===== config.mk =====
export PLATFORM = sky130hd
export DESIGN_NAME = div_unit
export DESIGN_NICKNAME = d
export VERILOG_FILES = /design/src/rtl/div_unit.sv
export SDC_FILE = /design/constraint.sdc
export NUM_CORES = 1
export LEC_CHECK = 0
export ABC_AREA = 1
export CAP_MARGIN = 30
export CORE_ASPECT_RATIO = 1.4
export CORE_MARGIN = 1
export CORE_UTILIZATION = 35
export DETAILED_ROUTE_END_ITERATION = 6
export MAX_ROUTING_LAYER = met4
export PLACE_DENSITY = 0.64
export SYNTH_ARGS = -nofsm -noshare
export SYNTH_HDL_FRONTEND = slang
export SYNTH_SLANG_ARGS = --single-unit

===== constraint.sdc =====
create_clock -name clock -period 5.95 [get_ports clock]
set_input_delay 0.8925 -clock clock [delete_from_list [all_inputs] [get_ports clock]]
set_output_delay 0.8925 -clock clock [all_outputs]
set_load 0.05 [all_outputs]

===== src/rtl/div_unit.sv =====
// Multi-cycle 32-bit restoring divider (34-cycle fixed latency) with a start/ready pulse handshake.
// Compile with DIV_SIGNED_EN for two's-complement operands and overflow detection; unsigned otherwise.
module div_unit (
  input  logic        clock,
  input  logic        reset,
  input  logic [31:0] data_operandA,
  input  logic [31:0] data_operandB,
  input  logic        ctrl_DIV,
  output logic [31:0] data_result,
  output logic [31:0] data_remainder,
  output logic        data_exception,
  output logic        data_resultRDY,
  output logic        isBusy
);

  typedef enum logic [1:0] {S_IDLE, S_RUN, S_FIX, S_DONE} state_t;

  state_t      r_state, w_next;
  logic [31:0] r_quo, r_rem, r_divisor, r_opA;
  logic [31:0] r_result, r_remout;
  logic        r_exc, r_dz;
  logic [4:0]  r_cnt;
  logic        w_start;
  logic [32:0] w_shift, w_trial;
  logic [31:0] w_absA, w_absB, w_fix_q, w_fix_r;
  logic        w_fix_e;
`ifdef DIV_SIGNED_EN
  logic        r_negQ, r_negR, r_ovf;
`endif

  assign w_start = ctrl_DIV && ((r_state == S_IDLE) || (r_state == S_DONE));

  always_ff @(posedge clock) begin
    if (reset) r_state <= S_IDLE;
    else       r_state <= w_next;
  end

  always_comb begin
    w_next = r_state;
    case (r_state)
      S_IDLE:  if (ctrl_DIV) w_next = S_RUN;
      S_RUN:   if (r_cnt == 5'd31) w_next = S_FIX;
      S_FIX:   w_next = S_DONE;
      S_DONE:  w_next = ctrl_DIV ? S_RUN : S_IDLE;
      default: w_next = S_IDLE;
    endcase
  end

  always_comb begin
    data_resultRDY = (r_state == S_DONE);
    isBusy         = (r_state == S_RUN) || (r_state == S_FIX);
  end

`ifdef DIV_SIGNED_EN
  assign w_absA = data_operandA[31] ? -data_operandA : data_operandA;
  assign w_absB = data_operandB[31] ? -data_operandB : data_operandB;
`else
  assign w_absA = data_operandA;
  assign w_absB = data_operandB;
`endif

  // 33-bit trial: shifted remainder can exceed 32 bits when the divisor is large
  assign w_shift = {r_rem, r_quo[31]};
  assign w_trial = w_shift - {1'b0, r_divisor};

  always_comb begin
    w_fix_q = r_quo;
    w_fix_r = r_rem;
    w_fix_e = 1'b0;
`ifdef DIV_SIGNED_EN
    if (r_negQ) w_fix_q = -r_quo;
    if (r_negR) w_fix_r = -r_rem;
    if (r_ovf) begin
      w_fix_q = 32'h8000_0000;
      w_fix_r = '0;
      w_fix_e = 1'b1;
    end
`endif
    if (r_dz) begin
      w_fix_q = '0;
      w_fix_r = r_opA;
      w_fix_e = 1'b1;
    end
  end

  always_ff @(posedge clock) begin
    if (reset) begin
      r_quo     <= '0;
      r_rem     <= '0;
      r_divisor <= '0;
      r_opA     <= '0;
      r_dz      <= 1'b0;
      r_cnt     <= '0;
      r_result  <= '0;
      r_remout  <= '0;
      r_exc     <= 1'b0;
`ifdef DIV_SIGNED_EN
      r_negQ    <= 1'b0;
      r_negR    <= 1'b0;
      r_ovf     <= 1'b0;
`endif
    end else if (w_start) begin
      r_quo     <= w_absA;
      r_divisor <= w_absB;
      r_rem     <= '0;
      r_cnt     <= '0;
      r_opA     <= data_operandA;
      r_dz      <= (data_operandB == '0);
`ifdef DIV_SIGNED_EN
      r_negQ    <= data_operandA[31] ^ data_operandB[31];
      r_negR    <= data_operandA[31];
      r_ovf     <= (data_operandA == 32'h8000_0000) && (data_operandB == '1);
`endif
    end else if (r_state == S_RUN) begin
      r_rem <= w_trial[32] ? w_shift[31:0] : w_trial[31:0];
      r_quo <= {r_quo[30:0], ~w_trial[32]};
      r_cnt <= r_cnt + 5'd1;
    end else if (r_state == S_FIX) begin
      r_result <= w_fix_q;
      r_remout <= w_fix_r;
      r_exc    <= w_fix_e;
    end
  end

  assign data_result    = r_result;
  assign data_remainder = r_remout;
  assign data_exception = r_exc;

endmodule


**Yosys cells after proc, flatten, opt, wreduce, memory -nomap -nowiden**

Index checks and enable logic that the tools add are counted.

- Register bits: 201
- Input port bits: 67
- Logic and storage cells: 40

- Add/sub/neg operators: 2
- Equality and inequality tests: 6
- Muxes and demuxes: 10
- Bitwise operators: 3
- Reduce and logical (&&, ||, !) cells: 9

Operator list:

| operator | number |
|---|---|
| $mux 32 | 5 |
| $sub 33x32->33 | 1 |
| $logic_not 32->1 | 1 |
| $pmux 2 s4 | 1 |
| $add 5x1->5 const B | 1 |
| $eq 5x5->1 const B | 1 |
| $eq 2x2->1 const B | 2 |
| $mux 2 | 2 |
| $ne 2x2->1 const B | 2 |
| $not 1->1 | 3 |
| $reduce_and 3->1 | 1 |
| $eq 2x1->1 const B | 1 |
| $logic_not 2->1 | 1 |
| $logic_or 1x1->1 | 2 |
| $mux 1 | 2 |
| $reduce_and 2->1 | 1 |
| $reduce_bool 2->1 | 1 |
| $reduce_or 2->1 | 1 |
| $logic_and 1x1->1 | 1 |

**Depth between registers and ports, before layout**

- Depth after elaboration: 5
- Depth in mapped cells: 19

**Worst setup path before layout**

Ideal clock, no wire load.

- Path kind: register to register
- Start: register r_quo[31]
- End: register r_rem[29]
- Library setup time: 0.133 ns
- Data arrival time: 2.003 ns
- Data required time: 5.817 ns
- Slack: 3.813 ns
- Stages on the path, launching flop included: 19
- Path buffers: 1
- Period minus slack after synthesis: 2.137 ns
- Path through: dfxtp_1 -> inv_1 -> ha_1 -> fa_1 -> inv_1 -> nand2_1 -> nand2_1 -> nand3_1 -> nand2_2 -> nand2_2 -> nand2_2 -> nand2_2 -> nand3_1 -> nand2_4 -> buf_6 -> nand2_1 -> nand2_1 -> nand2_1 -> a21oi_2

- Word-level cells in the longest chain between the ends: 2

Ends and longest elaborated chain:

| item | line | RTL |
|---|---|---|
| from (decl) | 19 | `logic [31:0] r_quo, r_rem, r_divisor, r_opA;` |
| from (signal assigned) | 103 | `r_quo <= w_absA;` |
| from (signal assigned) | 116 | `r_quo <= {r_quo[30:0], ~w_trial[32]};` |
| $sub 33x32->33 | 64 | `assign w_trial = w_shift - {1'b0, r_divisor};` |
| $mux 32 | 115 | `r_rem <= w_trial[32] ? w_shift[31:0] : w_trial[31:0];` |
| to (signal assigned) | 115 |  |
| to (decl) | 19 |  |

No other way between the ends.
A chain may end at the register's enable or synchronous reset.

**Worst setup path in the final report**

- Start: register r_state[0]
- End: output isBusy

- Word-level cells in the longest chain between the ends: 2
- Elaborated cells on any way between the ends: 3

Ends and longest elaborated chain:

| item | line | RTL |
|---|---|---|
| from (decl) | 18 | `state_t r_state, w_next;` |
| from (signal assigned) | 35 | `else r_state <= w_next;` |
| $eq 2x1->1 / $eq 2x2->1 (equally long branches) | 51 | `isBusy = (r_state == S_RUN) \|\| (r_state == S_FIX);` |
| $logic_or 1x1->1 * | 51 |  |
| to (decl) | 13 | `output logic isBusy` |

Mark *: on every way between the ends. The rest lies on a longest branch, timed or not.

==> impl.org <==
** Run status
- The flow ran to the end, and the final reports show no timing, DRC or antenna violations.

** Detailed routing
- For this run, design rule violations remaining after detail routing come to 0.
- Detailed Route WL :: 30000 µm
- Average vias per placed instance :: 4.77
- Number of iterations in the first detailed-routing pass :: 5
- Initial drt markers :: 483
- Count of nets left with antenna violations after detail routing :: 0
- Routed length per instance :: 14.1 µm
- Via count :: 10100

** Floorplan
- Die width :: 149 µm
- Row count :: 75
- Once the floorplan was initialized, standard cells occupied 35.5% of the core.
- Pin placement for this block handled 134 I/O pins.
- Measured along the y axis, the die boundary spans 208 µm.
- The core region is 0.0298 mm².
- Total Die Area :: 0.0310 mm²

** Finish
- In the layout the commonest cells are 594 x nand2_1, 297 x inv_1, 201 x dfxtp_1.
- Post-layout net count :: 1833
- From synthesis to final layout, the design area changed by 22.0%.
- Number of antenna diodes :: 0
- Most common cell after layout, fill and taps aside :: nand2_1
- Cells with a size suffix above 1 make up 4.20% of the layout.

** STA
- The count of endpoints failing hold in the final timing report was 0.
- For this run, the top clock speed supported by timing is 322 MHz.
- For the pin with the worst max-slew slack, the measured transition is 838 ps.
- Setup repair after global routing left no endpoint under its margin.
- Worst hold margin :: 459 ps
- Final Max Tran Viols :: 0
- Across the routed clock network, the largest skew measured is 26.0 ps.
- For the final routed database, the setup TNS stands at 0 ps.
- Final Cycle Share :: 52.3%
- Setup violations remaining at the end of the flow were counted as 0.
- The worst path in the final design needs a cycle of 3110 ps, including I/O delays and setup.
- In this run the tightest slew margin relative to its limit is 44.1%.

** Clock network
- TritonCTS built the clock tree.
- Quantity of gates resized following cts :: 0
- After clock tree synthesis, the flow added hold-fix buffers numbering 0.
- In this run the number of H-tree levels came out at 1.
- Post-CTS setup buffer count :: 0
- In this run the clock root is driven by a clkbuf_16.
- For this design, the sink count on the clock tree is 201.
- CTS max path bufs :: 3
- Clock tree synthesis inserted a total of 20 buffers.
- Clock latency on the worst-skew pair, taken at its later pin, is 510 ps.
- Clock-pin slew was measured on the worst setup and hold paths at 60 ps.

** GRT
- Peak-usage layer in the global routing report :: met2
- In the global route stage, overall resource usage came out at 20.2%.
- Met2 routing resource usage after global routing :: 35.0%
- The first global-routing pass estimated 49100 µm of wire.
- Total congestion overflow after global routing :: 0
- For met3 alone, demand over resource in global routing was 1.86%.
- For met1 alone, demand over resource in global routing was 23.7%.
- The number of global-route vias before repair is 9864.
- Largest net degree at the start of global routing :: 68
- The initial antenna violation count came to 0.

** Yosys
- The synthesized netlist contains 36 unique library cells.
- During synthesis, Yosys emitted a total of 0 warnings.
- Biggest area consumer among synthesized cells :: dfxtp_1
- Dividing the synthesized area by the synthesized cell count gives 6.50 µm².
- Post-synthesis cell area :: 0.0106 mm²
- Synthesis inferred 201 register bits.
- The number of nets in the synthesized netlist is 1737.
- The top cell type by area accounts for 38.0% of the synthesized area.
- Cell count after synthesis :: 1630
- Top post-synthesis cells by area :: dfxtp_1 38%, nand2_1 21%, inv_1 11%, a21oi_1 5.4%, ha_1 4.6%
- Register area share after synthesis :: 38.0%

** Setup path
- For the worst setup path, the data required time is 5060 ps.
- Worst Path Max Fanout :: 5
- The startpoint identified for the worst register-to-register timing path is r_state[0]$_SDFFE_PP0P_.
- Crit path from :: r_state[0]$_SDFFE_PP0P_
- STA puts the critical path data arrival time at 2220 ps.
- The worst setup path is captured at a primary output.
- In this run the critical register-to-register path is captured at r_opA[22]$_SDFFE_PP0P_.
- The critical path is of the flop to primary output type.
- Counting cells, the worst reg-to-reg path comes to 8.
- Setup slack on the worst reg-to-reg path comes out at 3090 ps.
- STA classifies the critical path startpoint as a flop.

** Worst hold path
- End point of the most critical hold path :: data_result[17]$_SDFFE_PP0P_
- Hold path startpoint :: r_quo[17]$_SDFFE_PP0P_
- Worst hold path class :: flop to flop
- The worst hold path passes through 2 cells.

** Place
- Number of buffers added on ports :: 133
- GPL Wtd Cong :: 0.907
- After legalization and detailed placement, the total HPWL measured 22800 µm.

** Power and ir drop
- In this run, the combinational gates consume 37.6% of the power.
- Leak Pwr :: 5.98 nW
- Part of the power in registers :: 34.2%
- The clock network burns 28.2% of the power.
- IR analysis of the VDD net gives a maximum drop of 0.195 mV.
- Internal power component :: 2.88 mW
- Sw Ratio :: 39.9%
- In this run the power density over the cells is 370 mW/mm².
- In this run the power spent charging and discharging nets is 1.91 mW.

** Run
- Number of violations of the max-capacitance limit :: 0
[synthesized netlist by cell type]
library cell,number
o311ai_0,1
o21bai_1,1
and2_1,1
dfxtp_1,201
clkinv_1,1
a211oi_1,1
o221ai_1,27
o22ai_1,32
nand2_4,2
nor3_2,1
clkbuf_1,50
xor2_1,13
nor2_1,49
a21o_1,1
buf_1,14
a21oi_1,115
nor4_1,4
nand3_1,59
inv_1,299
nand4_1,12
o21ai_0,38
nor2_4,2
fa_1,1
nor3_1,7
or2_1,1
buf_6,6
nand2_2,8
xnor2_1,2
nand2_1,594
o211ai_1,5
inv_2,4
ha_1,39
nand3b_1,2
a21oi_2,4
buf_4,1
a31oi_1,32
[critical path, cell delays in order, from the launching register on]
cell	delay [ps]
dfxtp_1	410
inv_1	110
ha_1	380
clkdlybuf4s50_1	830
[power groups by stage]
| stage | combinational [mW] | sequential [mW] | clock (mW) |
|---|---|---|---|
| global placement | 1.76 | 1.66 | 0 |
| CTS | 1.81 | 1.64 | 1.38 |
| finish | 1.80 | 1.64 | 1.35 |
| detailed placement | 1.80 | 1.67 | 0 |
| floorplan | 1.23 | 1.71 | 0 |
| global route | 2.02 | 1.66 | 1.43 |
[registers in the layout (all words and copies together), names as in the netlist]
name / cells
r_divisor: 32
data_result: 32
r_opA: 32
r_state: 2
r_rem: 32
r_quo: 32
data_remainder: 32
r_dz: 1
r_cnt: 5
data_exception: 1
[cell families (layout without fill, tap and decap cells)]
| family | Yosys count | after routing | share of synthesized area, % |
|---|---|---|---|
| compound gates | 257 | 257 | 14.2 |
| xor+xnor | 15 | 15 | 1.24 |
| buf+inv | 375 | 482 | 13.7 |
| simple gates | 742 | 742 | 28.1 |
| flops | 201 | 201 | 38.0 |
| fa+ha+maj | 40 | 40 | 4.79 |
[how the worst max path moves through the flow]
| stage | endpoint | cells past startpoint |
|---|---|---|
| floorplan | r_rem[29]$_SDFFE_PP0P_ | 18 |
| global placement | r_opA[23]$_SDFFE_PP0P_ | 8 |
| detailed placement | r_opA[5]$_SDFFE_PP0P_ | 8 |
| CTS | isBusy | 3 |
| global route | isBusy | 3 |
| finish | isBusy | 3 |
[layer usage]
metal	vias to the layer above	wire length, µm
li1	5277	-
met5	-	0
met2	228	14900
met1	4566	12800
met3	60	1200
met4	0	1080
[layout make-up]
cell class              instances  area (µm²)
clock buffers                  25         581
clock inverters                 8         118
fillers                      3145       16900
inverters                     304        1140
multi-input cells            1054        5140
flip-flops and latches        201        4020
well taps                     385         482
repair buffers                145        1450
[metrics by stage]
stage | total power [mW] | instances | worst slack [ps] | cell area (µm²) | utilization [%]
CTS | 4.82 | 2122 | 2840 | 12900 | 43.3
finish | 4.78 | 2122 | 2840 | 12900 | 43.3
global placement | 3.42 | 2086 | 2590 | 12200 | 40.8
global route | 5.11 | 2122 | 2780 | 12900 | 43.3
detailed placement | 3.47 | 2089 | 2560 | 12200 | 41.0
floorplan | 2.94 | 1630 | 3810 | 10600 | -
(Power assumes the default switching activity.)
